==> config.mk <==
export PLATFORM = sky130hd
export DESIGN_NAME = axi_rd_ram_port_flat
export DESIGN_NICKNAME = d
export VERILOG_FILES = /design/src/rtl/axi_rd_ram_pkg.sv /design/src/rtl/axi_rd_ram_port_if.sv /design/src/rtl/axi_rd_ram_port_skid_fifo.sv /design/src/rtl/axi_rd_ram_port.sv /design/src/flat_wrapper.sv
export SDC_FILE = /design/constraint.sdc
export NUM_CORES = 1
export LEC_CHECK = 0
export CORE_ASPECT_RATIO = 0.5
export CORE_UTILIZATION = 45
export CTS_CLUSTER_DIAMETER = 80
export DETAILED_ROUTE_END_ITERATION = 10
export HOLD_SLACK_MARGIN = 0.15
export PLACE_DENSITY = 0.74
export SYNTH_ARGS = -nofsm -noshare
export SYNTH_HDL_FRONTEND = slang
export SYNTH_SLANG_ARGS = --single-unit
==> constraint.sdc <==
create_clock -name clk -period 3.1 [get_ports clk]
set_input_delay 0.465 -clock clk [delete_from_list [all_inputs] [get_ports clk]]
set_output_delay 0.465 -clock clk [all_outputs]
set_load 0.01 [all_outputs]
==> src/rtl/axi_rd_ram_pkg.sv <==
// Shared types and constants for the AXI read-to-RAM port.
// Defines the burst and state encodings, the response codes and the beat
// record that moves through the output buffer. It also provides a helper
// that decides whether a WRAP length is legal.
package axi_rd_ram_pkg;

  // Default geometry. The beat record below is sized from these values.
  localparam int AXI_WIDTH_P    = 128;
  localparam int AXI_ID_WIDTH_P = 6;

  typedef enum logic [1:0] {
    BURST_FIXED = 2'b00,
    BURST_INCR  = 2'b01,
    BURST_WRAP  = 2'b10
  } burst_e;

  typedef enum logic [0:0] {
    S_IDLE  = 1'b0,
    S_BURST = 1'b1
  } state_e;

  localparam logic [1:0] RESP_OKAY   = 2'b00;
  localparam logic [1:0] RESP_SLVERR = 2'b10;

  typedef struct packed {
    logic [AXI_ID_WIDTH_P-1:0] id;
    logic [1:0]                resp;
    logic                      last;
    logic [AXI_WIDTH_P-1:0]    data;
  } beat_t;

  // WRAP is only honoured for 2, 4, 8 or 16 beats; anything else runs as INCR.
  function automatic logic wrap_len_ok(input logic [7:0] len);
    return (len == 8'd1) || (len == 8'd3) || (len == 8'd7) || (len == 8'd15);
  endfunction

endpackage

==> src/rtl/axi_rd_ram_port_if.sv <==
// AXI4 read-channel bundle (AR + R) between a read master and the RAM port.
//   slave  modport : used by axi_rd_ram_port (accepts AR, drives R)
//   master modport : used by the requester (drives AR, accepts R)
interface axi_rd_ram_port_if #(
  parameter int AXI_WIDTH      = 128,
  parameter int AXI_ADDR_WIDTH = 32,
  parameter int AXI_ID_WIDTH   = 6
);
  logic [AXI_ID_WIDTH-1:0]   arid;
  logic [AXI_ADDR_WIDTH-1:0] araddr;
  logic [7:0]                arlen;
  logic [2:0]                arsize;
  logic [1:0]                arburst;
  logic                      arvalid;
  logic                      arready;
  logic [AXI_ID_WIDTH-1:0]   rid;
  logic [AXI_WIDTH-1:0]      rdata;
  logic [1:0]                rresp;
  logic                      rlast;
  logic                      rvalid;
  logic                      rready;

  modport slave (
    input  arid, araddr, arlen, arsize, arburst, arvalid, rready,
    output arready, rid, rdata, rresp, rlast, rvalid
  );

  modport master (
    output arid, araddr, arlen, arsize, arburst, arvalid, rready,
    input  arready, rid, rdata, rresp, rlast, rvalid
  );
endinterface

==> src/rtl/axi_rd_ram_port_skid_fifo.sv <==
// rd_skid_fifo: 2-entry FIFO of read beats that sits in front of the R channel.
//   push/push_data : write one beat (the caller never pushes into a full FIFO)
//   pop            : drop the head (the caller only pops when count != 0)
//   count          : occupancy 0..2
//   head           : oldest beat; all zeros after reset
module rd_skid_fifo
  import axi_rd_ram_pkg::*;
(
  input  logic       clk,
  input  logic       rst,
  input  logic       push,
  input  beat_t      push_data,
  input  logic       pop,
  output logic [1:0] count,
  output beat_t      head
);

  beat_t      mem_q [2];
  beat_t      mem_d [2];
  logic       wr_ptr_q, wr_ptr_d;
  logic       rd_ptr_q, rd_ptr_d;
  logic [1:0] count_q, count_d;

  always_comb begin
    mem_d    = mem_q;
    wr_ptr_d = wr_ptr_q;
    rd_ptr_d = rd_ptr_q;
    if (push) begin
      mem_d[wr_ptr_q] = push_data;
      wr_ptr_d        = ~wr_ptr_q;
    end
    if (pop) begin
      rd_ptr_d = ~rd_ptr_q;
    end
    count_d = 2'(count_q + {1'b0, push} - {1'b0, pop});
  end

  always_ff @(posedge clk) begin
    if (rst) begin
      mem_q[0] <= '0;
      mem_q[1] <= '0;
      wr_ptr_q <= 1'b0;
      rd_ptr_q <= 1'b0;
      count_q  <= 2'd0;
    end else begin
      mem_q    <= mem_d;
      wr_ptr_q <= wr_ptr_d;
      rd_ptr_q <= rd_ptr_d;
      count_q  <= count_d;
    end
  end

  assign head  = mem_q[rd_ptr_q];
  assign count = count_q;

endmodule

==> src/rtl/axi_rd_ram_port.sv <==
// AXI4 read slave that splits AR bursts into single-word RAM reads.
//   clk, rst   : clock, synchronous active-high reset
//   s_axi      : AXI read channels (slave side)
//   ram_ren    : read strobe, at most one per cycle
//   ram_addr   : word address of the read
//   ram_rdata  : RAM data, valid the cycle after ram_ren
// The fixed one-cycle RAM latency is absorbed by a 2-entry beat buffer. Reads
// are issued only when the buffer is guaranteed to have room for them.
//
//   state | meaning
//   IDLE  | arready high, waiting for a burst
//   BURST | issuing one RAM read per credited cycle until beats_left hits 0
module axi_rd_ram_port
  import axi_rd_ram_pkg::*;
#(
  parameter int AXI_WIDTH      = AXI_WIDTH_P,
  parameter int AXI_ADDR_WIDTH = 32,
  parameter int AXI_ID_WIDTH   = AXI_ID_WIDTH_P,
  parameter int LSB            = $clog2(AXI_WIDTH) - 3
) (
  input  logic                          clk,
  input  logic                          rst,
  axi_rd_ram_port_if.slave              s_axi,
  output logic                          ram_ren,
  output logic [AXI_ADDR_WIDTH-LSB-1:0] ram_addr,
  input  logic [AXI_WIDTH-1:0]          ram_rdata
);

  localparam int WADDR_W = AXI_ADDR_WIDTH - LSB;

  localparam logic [0:0] IDLE  = S_IDLE;
  localparam logic [0:0] BURST = S_BURST;

  logic [0:0]              state_q, state_d;
  logic [AXI_ID_WIDTH-1:0] id_q, id_d;
  logic [WADDR_W-1:0]      waddr_q, waddr_d;
  logic [7:0]              beats_left_q, beats_left_d;
  logic [7:0]              len_q, len_d;
  burst_e                  burst_q, burst_d;
  logic                    err_q, err_d;

  // Sideband of the read currently inside the RAM.
  logic                    infl_q, infl_d;
  logic [AXI_ID_WIDTH-1:0] infl_id_q, infl_id_d;
  logic                    infl_last_q, infl_last_d;
  logic [1:0]              infl_resp_q, infl_resp_d;

  logic [1:0]         fifo_count;
  beat_t              fifo_head;
  beat_t              push_beat;
  logic               pop;
  logic               credit;
  logic [WADDR_W-1:0] wrap_mask;
  logic [WADDR_W-1:0] waddr_inc;

  assign pop = s_axi.rvalid & s_axi.rready;
  // Entries that will be in the buffer once the in-flight read lands.
  assign credit    = (3'(fifo_count) + 3'(infl_q) - 3'(pop)) < 3'd2;
  assign wrap_mask = WADDR_W'(len_q);
  assign waddr_inc = waddr_q + 1'b1;

  assign s_axi.arready = (state_q == IDLE) && !rst;
  assign ram_ren       = (state_q == BURST) && credit;
  assign ram_addr      = waddr_q;

  always_comb begin
    state_d      = state_q;
    id_d         = id_q;
    waddr_d      = waddr_q;
    beats_left_d = beats_left_q;
    len_d        = len_q;
    burst_d      = burst_q;
    err_d        = err_q;

    if (s_axi.arvalid && s_axi.arready) begin
      state_d      = BURST;
      id_d         = s_axi.arid;
      waddr_d      = WADDR_W'(s_axi.araddr >> LSB);
      beats_left_d = s_axi.arlen;
      len_d        = s_axi.arlen;
      err_d        = (s_axi.arsize != 3'(LSB));
      // Reserved type and illegal WRAP lengths collapse to INCR here so the
      // address step below only has three cases.
      unique case (s_axi.arburst)
        2'b00:   burst_d = BURST_FIXED;
        2'b10:   burst_d = wrap_len_ok(s_axi.arlen) ? BURST_WRAP : BURST_INCR;
        default: burst_d = BURST_INCR;
      endcase
    end

    if (ram_ren) begin
      beats_left_d = beats_left_q - 8'd1;
      unique case (burst_q)
        BURST_FIXED: waddr_d = waddr_q;
        BURST_WRAP:  waddr_d = (waddr_q & ~wrap_mask) | (waddr_inc & wrap_mask);
        default:     waddr_d = waddr_inc;
      endcase
      if (beats_left_q == 8'd0) begin
        state_d = IDLE;
      end
    end

    infl_d      = ram_ren;
    infl_id_d   = id_q;
    infl_last_d = (beats_left_q == 8'd0);
    infl_resp_d = err_q ? RESP_SLVERR : RESP_OKAY;
  end

  always_ff @(posedge clk) begin
    if (rst) begin
      state_q      <= IDLE;
      id_q         <= '0;
      waddr_q      <= '0;
      beats_left_q <= 8'd0;
      len_q        <= 8'd0;
      burst_q      <= BURST_FIXED;
      err_q        <= 1'b0;
      infl_q       <= 1'b0;
      infl_id_q    <= '0;
      infl_last_q  <= 1'b0;
      infl_resp_q  <= RESP_OKAY;
    end else begin
      state_q      <= state_d;
      id_q         <= id_d;
      waddr_q      <= waddr_d;
      beats_left_q <= beats_left_d;
      len_q        <= len_d;
      burst_q      <= burst_d;
      err_q        <= err_d;
      infl_q       <= infl_d;
      infl_id_q    <= infl_id_d;
      infl_last_q  <= infl_last_d;
      infl_resp_q  <= infl_resp_d;
    end
  end

  always_comb begin
    push_beat.id   = infl_id_q;
    push_beat.resp = infl_resp_q;
    push_beat.last = infl_last_q;
    push_beat.data = ram_rdata;
  end

  rd_skid_fifo u_fifo (
    .clk       (clk),
    .rst       (rst),
    .push      (infl_q),
    .push_data (push_beat),
    .pop       (pop),
    .count     (fifo_count),
    .head      (fifo_head)
  );

  assign s_axi.rvalid = (fifo_count != 2'd0);
  assign s_axi.rid    = fifo_head.id;
  assign s_axi.rresp  = fifo_head.resp;
  assign s_axi.rlast  = fifo_head.last;
  assign s_axi.rdata  = fifo_head.data;

endmodule

==> src/flat_wrapper.sv <==
// flat-port wrapper written by rule: the top's interface ports become plain ports
module axi_rd_ram_port_flat import axi_rd_ram_pkg::*;
#(
  parameter int AXI_WIDTH      = AXI_WIDTH_P,
  parameter int AXI_ADDR_WIDTH = 32,
  parameter int AXI_ID_WIDTH   = AXI_ID_WIDTH_P,
  parameter int LSB            = $clog2(AXI_WIDTH) - 3
)
  (clk, rst, ram_ren, ram_addr, ram_rdata, s_axi_arid, s_axi_araddr, s_axi_arlen, s_axi_arsize, s_axi_arburst, s_axi_arvalid, s_axi_rready, s_axi_arready, s_axi_rid, s_axi_rdata, s_axi_rresp, s_axi_rlast, s_axi_rvalid);
  axi_rd_ram_port_if #(.AXI_WIDTH(AXI_WIDTH), .AXI_ADDR_WIDTH(AXI_ADDR_WIDTH), .AXI_ID_WIDTH(AXI_ID_WIDTH)) s_axi_i ();
  input  logic clk;
  input  logic rst;
  output logic ram_ren;
  output logic [AXI_ADDR_WIDTH-LSB-1:0] ram_addr;
  input  logic [AXI_WIDTH-1:0] ram_rdata;
  input wire logic [$bits(s_axi_i.arid)-1:0] s_axi_arid;
  input wire logic [$bits(s_axi_i.araddr)-1:0] s_axi_araddr;
  input wire logic [$bits(s_axi_i.arlen)-1:0] s_axi_arlen;
  input wire logic [$bits(s_axi_i.arsize)-1:0] s_axi_arsize;
  input wire logic [$bits(s_axi_i.arburst)-1:0] s_axi_arburst;
  input wire logic [$bits(s_axi_i.arvalid)-1:0] s_axi_arvalid;
  input wire logic [$bits(s_axi_i.rready)-1:0] s_axi_rready;
  output wire logic [$bits(s_axi_i.arready)-1:0] s_axi_arready;
  output wire logic [$bits(s_axi_i.rid)-1:0] s_axi_rid;
  output wire logic [$bits(s_axi_i.rdata)-1:0] s_axi_rdata;
  output wire logic [$bits(s_axi_i.rresp)-1:0] s_axi_rresp;
  output wire logic [$bits(s_axi_i.rlast)-1:0] s_axi_rlast;
  output wire logic [$bits(s_axi_i.rvalid)-1:0] s_axi_rvalid;
  assign s_axi_i.arid = s_axi_arid;
  assign s_axi_i.araddr = s_axi_araddr;
  assign s_axi_i.arlen = s_axi_arlen;
  assign s_axi_i.arsize = s_axi_arsize;
  assign s_axi_i.arburst = s_axi_arburst;
  assign s_axi_i.arvalid = s_axi_arvalid;
  assign s_axi_i.rready = s_axi_rready;
  assign s_axi_arready = s_axi_i.arready;
  assign s_axi_rid = s_axi_i.rid;
  assign s_axi_rdata = s_axi_i.rdata;
  assign s_axi_rresp = s_axi_i.rresp;
  assign s_axi_rlast = s_axi_i.rlast;
  assign s_axi_rvalid = s_axi_i.rvalid;
  axi_rd_ram_port #(.AXI_WIDTH(AXI_WIDTH), .AXI_ADDR_WIDTH(AXI_ADDR_WIDTH), .AXI_ID_WIDTH(AXI_ID_WIDTH), .LSB(LSB)) u_core (.clk(clk), .rst(rst), .s_axi(s_axi_i), .ram_ren(ram_ren), .ram_addr(ram_addr), .ram_rdata(ram_rdata));
endmodule
==> results of run 1 <==
[path summary, 6_finish.rpt]
kind | cells after the start | to | slack (ns) | from
hold reg to reg | 2 | u_core.u_fifo.mem_q[20] | 0.45 | u_core.u_fifo.mem_q[20]
setup / recovery | 10 | ram_ren | -0.02 | u_core.u_fifo.count[0]
setup reg to reg | 14 | u_core.ram_addr[17] | 0.12 | u_core.u_fifo.count[0]
hold / removal | 2 | u_core.u_fifo.mem_q[20] | 0.45 | u_core.u_fifo.mem_q[20]
[worst reg2reg max path, delay by kind of cell, from the launching register on]
| kind | cells | cell delay [ns] |
|---|---|---|
| AO/OA/AOI/OAI | 2 | 0.29 |
| buffers and inverters | 4 | 0.40 |
| flip-flops | 1 | 0.32 |
| adder cells (fa/ha/maj) | 3 | 0.89 |
| AND/OR/NAND/NOR | 5 | 1.03 |
[synth_stat cells, drive strengths merged, types with 2 or more instances]
cell / instances
inv: 12
a21oi: 311
a41o: 2
a41oi: 2
nand2: 603
nor3: 11
clkbuf: 107
o211ai: 4
nor2b: 12
a32oi: 3
a31oi: 9
nand2b: 4
xor2: 3
and4: 6
buf: 25
or3: 4
nor4: 7
nor2: 37
dfxtp: 339
mux2i: 5
mux2: 142
a211oi: 6
nand3: 15
and2: 5
o32ai: 2
a311oi: 7
a32o: 2
a21o: 2
and4b: 2
o31ai: 2
a22oi: 2
xnor2: 4
nand4: 13
and3: 9
ha: 5
or2: 3
o21ai: 41
[power groups by stage]
stage	clock [W]	sequential, W	combinational, W
finish	0.00390	0.00519	0.00446
global placement	0	0.00526	0.00426
global route	0.00420	0.00525	0.00482
floorplan	0	0.00516	0.00245
detailed placement	0	0.00527	0.00430
CTS	0.00399	0.00518	0.00443
[cells in the final DEF (no fill, tap or decap), types with 3 or more instances in the layout]
cell type / n
a211oi_1: 6
nor3_1: 10
mux2i_1: 5
and2_1: 3
nor2b_1: 11
a32oi_1: 3
clkinv_2: 9
clkbuf_1: 6
clkbuf_16: 31
o21ai_0: 39
a311oi_1: 7
ha_1: 3
nand2_1: 601
xnor2_1: 4
a21oi_1: 311
a31oi_1: 9
and4_1: 6
buf_4: 47
dfxtp_1: 337
nor4_1: 6
and3_1: 9
clkbuf_8: 8
buf_12: 10
nand3_1: 15
mux2_2: 142
nor2_1: 36
clkdlybuf4s50_1: 343
or3_1: 4
nand2b_1: 3
nand4_1: 13
inv_1: 10
diode_2: 4
o211ai_1: 4
[area by class of cell]
type                    instances  area (um^2)
flip-flops and latches        339         6790
clock buffers                  45          908
fillers                      2708        11300
clock inverters                13          130
repair buffers                403         4020
well taps                     423          529
diodes                          4         10.0
inverters                      12         47.5
multi-input cells            1301         7090
[state kept, by name (all words and copies together), names as in the netlist, 2 cells and up, named ones only]
name	flops
u_core.beats_left_q	8
u_core.burst_q	2
u_core.id_q	6
u_core.u_fifo.mem_q	272
u_core.infl_id_q	6
u_core.len_q	8
u_core.u_fifo.count	2
u_core.ram_addr	21
[per-layer routing]
| layer | global-route usage | wire length [um] | up-vias |
|---|---|---|---|
| met5 | 0 | 0 | - |
| met4 | 0.103 | 1780 | 0 |
| met3 | 0.0401 | 2050 | 98 |
| met2 | 0.438 | 21200 | 378 |
| met1 | 0.307 | 17700 | 6361 |
| li1 | - | - | 6628 |
[cell families (layout without fill, tap and decap cells)]
kind of cell,Yosys count,count (layout),share of synthesized area
adder cells (fa/ha/maj),6,6,0.00575
multiplexers,147,147,0.115
buffers and inverters,144,473,0.0394
flip-flops,339,339,0.472
AO/OA/AOI/OAI,403,403,0.152
other,1,5,0.000261
AND/OR/NAND/NOR,737,737,0.211
XOR/XNOR,7,7,0.00479
[timing repair]
action,in CTS,in global routing
buffers inserted,3,2
resized for setup,15,1
pin swaps,2,2
hold buffers,1,0
hold endpoints to repair,8,0
endpoints found under the setup margin,2,6
[through the flow]
step	area (um^2)	setup WS, ns	cells	utilization
2_1_floorplan	14400	0.0969	1784	-
3_3_place_gp	18400	-0.317	2472	0.596
3_5_place_dp	18400	-0.330	2472	0.596
4_1_cts	19500	-0.0306	2534	0.632
5_1_grt	19500	-0.0906	2540	0.633
6_report	19500	-0.0189	2540	0.633
==> impl_metrics.toml, run 1 <==
[global_routing]
antenna_found_initial = 4
grt_max_degree = 215
grt_pass1_wl_um = 65900
first_global_vias = 12700
track_usage = 0.250
gr-total-overflow = 0

[clock_network]
numClockSinks = 339
cts_root_buffer = "clkbuf_16"
clock_latency_ns = 0.58
cts-buffers-inserted = 31
htree_num_levels = 1
cts_tree = "built"
path_clk_slew_ns = 0.07
cts_buffer_depth = 3

[logic_synthesis]
yosysTopAreaCellShare = 0.472
synth_area_leaders = "dfxtp_1, nand2_1, mux2_2, a21oi_1, clkbuf_1"
synth_ff_type = "dfxtp_1"
ys_warn_count = 0
ys_seq_elements = 339
synth_area_per_cell_um2 = 8.06
netlist_instances = 1784
synth_top_area_cell = "dfxtp_1"
synthArstFlopShare = 0
synthesis.area_um2 = 14400
syn_nets = 1973
synth.distinct_cells = 61
synth_edf_count = 0
synth.yosys.seq_area_share = 0.472

[timing]
holdWs_ns = 0.449
finalMaxSlewViolations = 0
tightestPinTransition_ns = 1.05
setup_ws_ns = -0.0189
setup_viol = 1
min_period_ns = 3.12
fmax_mhz = 321
rsz0062_at_grt = "yes"
hold_viol_final = 0
final.period_utilization = 1.01
fin_skew_ns = 0.0243
relSlewSlack = 0.301
tns_ns = -0.0189

[route]
via_per_inst = 5.30
dr_total_vias = 13500
ant_nets = 0
drt_iter0_drc = 1022
dr.pass1.iters = 5
wire_per_inst_um = 16.8
drc = 0
routed_wirelength_um = 42600

[setup_path]
start_kind = "register"
max_stage_delay_ns = 0.49
end_kind = "primary output"
cp_top_family = "adder cells"
crit_type = "register to primary output"
crit_buf_inv = 3
crit_slowest_cell = "fa_1"
crit_chain = "or2_4 -> and2_4 -> ha_4 -> inv_2 -> ha_4 -> fa_1 -> nor2b_2 -> nand2_4 -> inv_4 -> buf_6"
crit_fanout = 2
arrival_ns = 2.65
crit_path_frequent_cell = "ha_4"
required_ns = 2.63

[outcome]
status = "complete, but fails checks"
violations = "negative setup slack"

[power_and_ir_drop]
p_int_w = 0.00918
vdd_ir_drop_max_uv = 497
p_total_w = 0.0135
clockPowerShare = 0.288
power.share.switching = 0.322
leakage_nw = 6.95
power_frac_seq = 0.383
switchingPower_w = 0.00436
p_comb_frac = 0.329
p_per_area_nw_per_um2 = 694

[floorplanning]
rows = 45
coreArea_um2 = 30900
dieWidth_um = 255
io-pin-count = 351
die_h_um = 128
initial_utilization = 0.466
die-area_um2 = 32700

[placed_design]
place.port_buffers = 345
dp_hpwl_um = 27900
gp_congestion = 0.879

[cells_and_area]
fin_nets = 2277
drive_above_1_share = 0.130
syn_to_final_growth_pct = 35.8

[job]
cap_violations = 0

[worst_hold_path]
hold_class = "register to register"
Power figures use the tool's default switching activity.
==> inputs of run 2 (changes only) <==
- PLACE_DENSITY: 0.74 -> 0.73
- SYNTH_HIERARCHICAL: default -> 1
==> run 2 against run 1 <==
  * The run now ends clean
  * Highest routed layer unchanged
  * Clock-buffer cell count decreased by 1
  * Clock power rose by 7.4%
  * Fmax grew 3.0%
  * Largest power group unchanged
  * Core utilization down 1.3 points
  * Critical path depth increased by 3
  * Design area rose by 0.90%
  * Clock skew down 0.0033 ns
  * Synthesized cell count up 0.62%
==> impl_metrics.toml, run 2 <==
[cells_and_area]
final_common_cell = "nand2_1"
nFillCells = 2834
largest_register_ffs = 274
stdcell_area_um2 = 19700
syn_to_final_growth_pct = 35.1
drive_above_1_share = 0.134
fin_nets = 2290
final_cell_mix = "nand2_1, clkdlybuf4s50_1, dfxtp_1, a21oi_1, mux2_2"
fin_util = 0.620
max_flop_register = "u_core/u_fifo/mem_q"

[clock_network]
cts_root_buffer = "clkbuf_16"
cts_buffer_depth = 3
htree_num_levels = 2
numClockSinks = 341
cts_tree = "built"
cts-buffers-inserted = 34
clock_latency_ns = 0.53
hold_buffers = 0
path_clk_slew_ns = 0.06

[setup_path]
max_stage_delay_ns = 0.54
start_kind = "register"
crit_chain = "or2_2 -> and2_4 -> ha_4 -> nand2b_4 -> fa_2 -> buf_4 -> nand2_2 -> buf_6 -> o31ai_2 -> buf_4 -> o31ai_1 -> a211oi_1 -> a211oi_1"
crit_type = "register to register"
required_ns = 3.47
crit_fanout = 4
crit_slowest_cell = "fa_2"
end_kind = "register"
arrival_ns = 3.39

[floorplanning]
rows = 46
io-pin-count = 351
die-area_um2 = 33200
dieWidth_um = 257
initial_utilization = 0.459
die_h_um = 129
coreArea_um2 = 31800

[placed_design]
gp_congestion = 0.864
dpl_worst_slack_ns = -0.304
place.port_buffers = 346
dp_hpwl_um = 27800
placed_cell_area_um2 = 18500

[logic_synthesis]
yosysTopAreaCellShare = 0.468
synth.most_common_cell = "nand2_1"
netlist_instances = 1795
synth_top_area_cell = "dfxtp_1"
synth.yosys.seq_area_share = 0.468
synth_area_leaders = "dfxtp_1, nand2_1, mux2_2, a21oi_1, buf_2"
synth.distinct_cells = 68
ys_warn_count = 6
yosys-top-cells-count = "nand2_1, dfxtp_1, a21oi_1"
synth_edf_count = 0
synthArstFlopShare = 0
synth_area_per_cell_um2 = 8.12
ys_seq_elements = 341
synth_ff_type = "dfxtp_1"
synthesis.area_um2 = 14600

[global_routing]
grt_pass1_wl_um = 66400
antenna_found_initial = 2
first_global_vias = 12700
gr-total-overflow = 0
grt_max_degree = 168
track_usage = 0.244

[timing]
final.period_utilization = 0.976
rsz0062_at_grt = "no"
hold_viol_final = 0
finalMaxSlewViolations = 0
holdWs_ns = 0.310
setup_viol = 0
setup_ws_ns = 0.0729
fmax_mhz = 330
tightestPinTransition_ns = 0.972
relSlewSlack = 0.352
fin_skew_ns = 0.0210
min_period_ns = 3.03

[route]
routed_wirelength_um = 42300
ant_nets = 0
dr_total_vias = 13600
drc = 0
dr.pass1.iters = 5
wire_per_inst_um = 16.6
drt_iter0_drc = 911
via_per_inst = 5.31

[power_and_ir_drop]
clockPowerShare = 0.309
vdd_ir_drop_max_uv = 432
leakage_nw = 6.90
p_per_area_nw_per_um2 = 688
switchingPower_w = 0.00421
power.share.switching = 0.310
p_int_w = 0.00935
power_frac_seq = 0.390
p_total_w = 0.0136
p_comb_frac = 0.301

[worst_hold_path]
hold_class = "input port to register"

[outcome]
status = "completed"

[job]
cap_violations = 0
run 2: cell types whose count changed after synthesis, sizes merged, moves of 6 or more:
cell / delta
or3: +7
a21oi: -7
nor3: +7
and3: -8
o21ai: -17
clkbuf: -77
nand2: +9
buf: +74
a311oi: -6
run 2: metal layers:
metal	part of all wire	global-route usage	wire [um]
met4	0.037	0.108	1570
met5	0	0.00694	0
met3	0.050	0.0405	2130
met2	0.49	0.413	20600
met1	0.43	0.309	18000
run 2: per-stage QoR:
step | std cells | TNS (ns)
4_1_cts | 2555 | 0
3_3_place_gp | 2495 | -5.02
3_5_place_dp | 2495 | -5.76
2_1_floorplan | 1796 | 0
6_report | 2557 | 0
5_1_grt | 2557 | 0
run 2: cell type report:
type,instances,area [um^2],area share
Antenna cell,2,5.00,0.000254
Clock buffer,44,978,0.0497
Clock inverter,15,150,0.00762
Inverter,18,72.6,0.00368
Multi-Input combinational cell,1308,7170,0.364
Sequential cell,341,6830,0.347
Tap cell,432,541,0.0274
Timing Repair Buffer,397,3960,0.201
run 2: final timing paths:
kind / slack (ns) / to / cells past startpoint / start
max reg2reg: 0.07 / register / 13 / u_core/u_fifo/count[1]
max: 0.07 / register / 13 / u_core/u_fifo/count[1]
min reg2reg: 0.45 / u_core/u_fifo/mem_q[272] / 2 / u_core/infl_id_q[4]
min: 0.31 / u_core/infl_last_q / 2 / rst
run 2: logic make-up (layout without fill, tap and decap cells):
| family | after synthesis | count (layout) | share of synthesized area |
|---|---|---|---|
| other cells | 1 | 4 | 0.000257 |
| fa+ha+maj | 7 | 7 | 0.00652 |
| xor+xnor | 11 | 11 | 0.00661 |
| buf+inv | 147 | 474 | 0.0486 |
| compound gates | 394 | 394 | 0.150 |
| flops | 341 | 341 | 0.468 |
| simple gates | 754 | 754 | 0.212 |
| mux | 140 | 140 | 0.108 |
run 2: timing repair:
item / 4_1_cts / 5_1_grt
gates resized for setup: 15 / 9
setup endpoints to repair: 7 / 24
gates cloned: 0 / 0
setup buffers: 1 / 0
pin swaps: 3 / 3
run 2: power groups by stage:
stage	combinational, W	sequential (W)	clock (W)
floorplan	0.00222	0.00526	0
global placement	0.00390	0.00537	0
detailed placement	0.00394	0.00538	0
CTS	0.00403	0.00529	0.00430
global route	0.00440	0.00536	0.00448
finish	0.00408	0.00529	0.00419
run 2: worst max-delay path, delay by kind of cell (launching register included):
family	cells	cell delay [ns]
AND/OR/NAND/NOR	4	0.68
flip-flops	1	0.31
adder cells (fa/ha/maj)	2	0.74
AO/OA/AOI/OAI	4	0.69
buffers and inverters	3	0.45
